File: src/rtl/tt_code_pkg.sv
// Shared constants and the code-to-word decode function for tt_um_code_decoder.
//   CODE_NONE     : byte meaning "no input active"
//   CODE_MAX_IDX  : highest legal index code
//   ERR_PATTERN   : word produced for any illegal code byte
//   DEC_WIDTH     : width of the decoded word
//   decode()      : index k -> bit 15 plus one-hot bit k; CODE_NONE -> 0;
//                   anything else -> ERR_PATTERN
package tt_code_pkg;

  localparam int              DEC_WIDTH    = 16;
  localparam logic [7:0]      CODE_NONE    = 8'hF0;
  localparam logic [7:0]      CODE_MAX_IDX = 8'h0E;
  localparam logic [DEC_WIDTH-1:0] ERR_PATTERN = 16'hFFFF;

  // Bit 15 flags "a code is present"; it is the inverse of the 16-to-4
  // priority encoder, whose legal outputs are exactly indices 0..14.
  function automatic logic [DEC_WIDTH-1:0] decode(input logic [7:0] code);
    logic [DEC_WIDTH-1:0] word;
    word = ERR_PATTERN;
    if (code == CODE_NONE) begin
      word = '0;
    end else if (code <= CODE_MAX_IDX) begin
      word              = '0;
      word[DEC_WIDTH-1] = 1'b1;
      word[code[3:0]]   = 1'b1;
    end
    return word;
  endfunction

endpackage

File: src/rtl/code_debounce.sv
// Two-flop input synchronizer plus stability qualifier.
//   clk, rst_n : clock, asynchronous active-low reset
//   code_in    : raw asynchronous code byte
//   code_s     : synchronized code (second synchronizer stage)
//   accept     : one-cycle pulse, high on the edge where code_s has been
//                stable long enough to be loaded downstream
module code_debounce
  import tt_code_pkg::*;
#(
  parameter int STABLE_CYCLES = 4
) (
  input  logic       clk,
  input  logic       rst_n,
  input  logic [7:0] code_in,
  output logic [7:0] code_s,
  output logic       accept
);

  localparam logic [2:0] CNT_SAT = 3'(STABLE_CYCLES);
  localparam logic [2:0] CNT_ACC = 3'(STABLE_CYCLES - 1);

  logic [7:0] sync_p0;
  logic [7:0] prev;
  logic [2:0] cnt;

  // Resetting cnt to the saturation value means the idle CODE_NONE that
  // follows reset is never treated as a fresh code to accept.
  always_ff @(posedge clk or negedge rst_n) begin
    if (!rst_n) begin
      sync_p0 <= CODE_NONE;
      code_s  <= CODE_NONE;
      prev    <= CODE_NONE;
      cnt     <= CNT_SAT;
    end else begin
      // synchronizer stage 0 -> stage 1 -> previous-sample register
      sync_p0 <= code_in;
      code_s  <= sync_p0;
      prev    <= code_s;
      if (code_s != prev) begin
        cnt <= '0;
      end else if (cnt != CNT_SAT) begin
        cnt <= cnt + 3'd1;
      end
    end
  end

  // Fires once per stable run: cnt steps past CNT_ACC on this same edge and
  // then sits at CNT_SAT until code_s changes.
  assign accept = (code_s == prev) && (cnt == CNT_ACC);

endmodule

File: src/rtl/tt_um_code_decoder.sv
// Debounced code-byte to 16-bit word decoder.
//   clk, rst_n : clock, asynchronous active-low reset
//   ena        : power-good indicator (unused)
//   ui_in      : code byte (0x00..0x0E index, 0xF0 none, else error)
//   uio_in     : unused
//   uo_out     : decoded word [7:0]
//   uio_out    : decoded word [15:8]
//   uio_oe     : all bidirectional pins driven as outputs
module tt_um_code_decoder
  import tt_code_pkg::*;
#(
  parameter int STABLE_CYCLES = 4
) (
  input  logic       clk,
  input  logic       rst_n,
  input  logic       ena,
  input  logic [7:0] ui_in,
  input  logic [7:0] uio_in,
  output logic [7:0] uo_out,
  output logic [7:0] uio_out,
  output logic [7:0] uio_oe
);

  logic [7:0]           code_s;
  logic                 accept;
  logic [DEC_WIDTH-1:0] word_q;
  logic                 unused_inputs;

  assign unused_inputs = &{1'b0, ena, uio_in};

  code_debounce #(
    .STABLE_CYCLES(STABLE_CYCLES)
  ) u_debounce (
    .clk    (clk),
    .rst_n  (rst_n),
    .code_in(ui_in),
    .code_s (code_s),
    .accept (accept)
  );

  // Output register: loads only on accept so an error word or the last
  // valid word persists until the next qualified code.
  always_ff @(posedge clk or negedge rst_n) begin
    if (!rst_n) begin
      word_q <= '0;
    end else if (accept) begin
      word_q <= decode(code_s);
    end
  end

  assign uo_out  = word_q[7:0];
  assign uio_out = word_q[15:8];
  assign uio_oe  = 8'hFF;

endmodule

File: config.mk
export PLATFORM = sky130hd
export DESIGN_NAME = tt_um_code_decoder
export DESIGN_NICKNAME = d
export VERILOG_FILES = /design/src/rtl/tt_code_pkg.sv /design/src/rtl/code_debounce.sv /design/src/rtl/tt_um_code_decoder.sv
export SDC_FILE = /design/constraint.sdc
export NUM_CORES = 1
export LEC_CHECK = 0
export CORE_ASPECT_RATIO = 0.5
export CORE_MARGIN = 5
export CORE_UTILIZATION = 55
export DETAILED_ROUTE_END_ITERATION = 10
export DONT_BUFFER_PORTS = 1
export PLACE_DENSITY_LB_ADDON = 0.2
export SLEW_MARGIN = 20
export SYNTH_ARGS = -nofsm -noshare
export SYNTH_HDL_FRONTEND = slang
export SYNTH_SLANG_ARGS = --single-unit
File: constraint.sdc
create_clock -name clk -period 5.17 [get_ports clk]
set_clock_uncertainty 0.1 [all_clocks]
set_input_delay 0.517 -clock clk [delete_from_list [all_inputs] [get_ports clk]]
set_output_delay 0.517 -clock clk [all_outputs]
set_load 0.01 [all_outputs]
==> impl_results.md <==
* Outcome: finished, final reports clean
* Placed cells at 193
* Cell variety after synth at 29
* Critical path capture point type: flop
* Initial Util at 56.8%
* Diode count at 0
* Final hold viol count at 0
* Detailed Route Iter0 Violations at 62
* Sequential element share of the synthesized area at 56.0%
* Delay-heaviest family, CP: flip-flops
* TritonRoute pass-1 iters at 4
* Yosys Warn Count at 0
* Via Count at 1035
* Post-route minimum period at 2.46 ns
* Area Overhead vs Synth at 4.29%
* Total GRT Usage at 13.8%
* Most frequent cells after synthesis: dfrtp_1 (30), a21oi_1 (16), dfstp_2 (13)
* Max VDD drop at 0.179 mV
* Syn_area_per_cell at 12.8 um^2
* Dominant cell by count in the synthesized netlist: dfrtp_1
* Vias per Instance at 5.10
* Worst setup margin at 2.71 ns
* CTS tree: yes
* Filler cell count in the final layout at 273
* Register share of total power at 59.6%
* Vias in the first global route at 1025
* Post-route DRC at 0
* Net Sw Frac at 24.8%
* Placed cell areas at 1910 um^2
* Total power at 610 uW
* Worst EP required at 5.25 ns
* Final Non-Filler Cells at 203
* Slew Limit Fails at 0
* Crit Path Max Fanout at 20
* I/O pin cnt at 43
* Setup bufs post-CTS at 0
* Net load switching power at 151 uW
* Clock latency on the worst-skew pair at 0.29 ns
* Setup CP Type: reg -> reg
* Initial antenna violation count at 0
* Worst slew margin at 55.0%
* Global Route met3 Usage at 5.92%
* Clock power share at 35.2%
* Comb pwr share at 5.2%
* Instance count on the critical path at 4
* CTS Buf Count at 5
* Leak pwr at 0.920 nW
* CTS H-tree depth at 2
* Final nets at 173
* Fmax at 0.407 GHz
* Grt ovf at 0
* Layout cells sized above 1 at 28.3%
* WP buf/inv at 0
* Slowest CP cell: dfrtp_1
* HPWL Detailed at 1.87 mm
* Finish-stage setup viols at 0
* GR Util met1 at 17.0%
* First-pass GRT wire length at 5.03 mm
* Number of synthesized flops with an enable pin at 0
* Routability Congestion at 0.768
* CP max stage delay at 0.78 ns
* Top cells by area, synth: dfrtp_1 (38%), dfstp_2 (18%), mux2_4 (6.9%), a21oi_1 (4.1%), xor2_1 (3.6%)
* RSZ-0062 raised after global routing: no
* Largest net degree at the start of global routing at 44
* Slew of the pin with the lowest slew margin at 0.675 ns
* Hold crit path type: in -> reg
* Clock tree buffer depth at 2
* Tightest hold margin at 0.112 ns
* Flops & latches, synth at 43
* Area leader, netlist: dfrtp_1
* Reg2reg path depth at 4
* Syn Inst Count at 153
* CP cell instances: xor2_1 > nor4_4 > nand3_2 > mux2_1
* WP data arrival at 2.54 ns
* Cell Int Power at 459 uW
* Gr busiest metal: met2
* Element type at the critical path start: flop
* Hold depth at 0
* Die footprint at 4910 um^2
* Root Buffer: clkbuf_8
* Row cnt at 15
* Final TNS setup at 0 ns
* Max Cap Viol at 0
* Ys flop type: dfrtp_1
* Synth top area share at 38.5%
* Port Buf Inserts at 0
* M2 GR Usage at 21.5%
* Antenna Nets Post-Route at 0
* Die width at 94.2 um
* Tcrit/Tclk final at 47.5%
* Utilization after layout at 59.3%
* Netlist Area Pre-Place at 1950 um^2
* Clock slew at reported path FFs at 0.08 ns
* Wirelength per Cell at 14.3 um
* Total wire length at 2.91 mm
* Pwr/cell area at 300 nW/um^2
* Clock Sinks at 43
* Worst slack, placed at 2.69 ns
* Cell area after layout at 2040 um^2
* Area of the core at 3430 um^2
* Async S/R FF share, synth at 100%
* Die height at 52.1 um
## sequential cells by signal, indices dropped and copies added (netlist names)
| name | count |
|---|---|
| word_q | 16 |
| u_debounce.cnt | 3 |
| u_debounce.code_s | 8 |
| u_debounce.prev | 8 |
| u_debounce.sync_p0 | 8 |
## cell families after synthesis
family                     share of synthesized area (%)
AOI/OAI and AO/OA                                   5.45
xor gates and xnor gates                            6.73
adders and majority gates                           1.92
buffers and inverters                               7.82
DFF                                                 56.0
muxes                                               10.9
other                                              0.192
and+or+nand+nor                                     11.0
## cell usage in the layout (no fill, tap or decap)
master	count
a21oi_1	16
a31oi_1	1
and3_1	4
buf_12	1
buf_4	1
clkbuf_8	5
clkinv_4	2
clkinvlp_4	1
conb_1	8
dfrtp_1	30
dfstp_2	13
dlygate4sd3_1	1
ha_1	3
inv_1	4
mux2_1	1
mux2_2	5
mux2_4	9
mux2i_1	1
nand2_1	3
nand3_1	11
nand3_2	1
nand4_1	2
nor2_1	1
nor2_8	1
nor3_1	4
nor4_2	2
nor4_4	1
o21ai_0	4
or4_4	1
xnor2_1	7
xor2_1	8
## final timing paths
check | from | endpoint | slack, ns
worst max-delay path | u_debounce.code_s[2] | word_q[4] | 2.71
worst min-delay path | ui_in[7] | u_debounce.sync_p0[7] | 0.11
worst max register to register | u_debounce.code_s[2] | word_q[4] | 2.71
worst min register to register | u_debounce.sync_p0[3] | u_debounce.code_s[3] | 0.26
max in group asynchronous | rst_n | u_debounce.sync_p0[4] | 4.10
min in group asynchronous | rst_n | u_debounce.prev[1] | 0.61
## power by group through the flow
stage / Sequential, mW / Combinational, mW / Clock (mW)
after global routing: 0.365 / 0.0363 / 0.241
after detailed placement: 0.370 / 0.0233 / 0
after global placement: 0.369 / 0.0231 / 0
after floorplan: 0.360 / 0.0359 / 0
after CTS: 0.364 / 0.0325 / 0.225
final: 0.364 / 0.0318 / 0.215
## area by class of cell
| type | instances | area [um^2] | area share [%] |
|---|---|---|---|
| clock buffer | 5 | 68.8 | 3.38 |
| clock inverter | 3 | 25.0 | 1.23 |
| inverter | 4 | 15.0 | 0.738 |
| multi-input combinational | 94 | 733 | 36.0 |
| sequential | 43 | 1090 | 53.7 |
| tap | 51 | 63.8 | 3.13 |
| timing repair buffer | 3 | 37.5 | 1.84 |
## per-layer routing
metal	vias up	part of all wire, %
met5	-	0
met4	0	1.4
met3	4	7.1
met2	32	45
met1	496	47
li1	503	-
## timing repair
action | in CTS | in global routing
hold buffers | 2 | 0
endpoints found under the hold margin | 43 | 0
gates resized for setup | 0 | 0
Power figures use the tool's default switching activity.
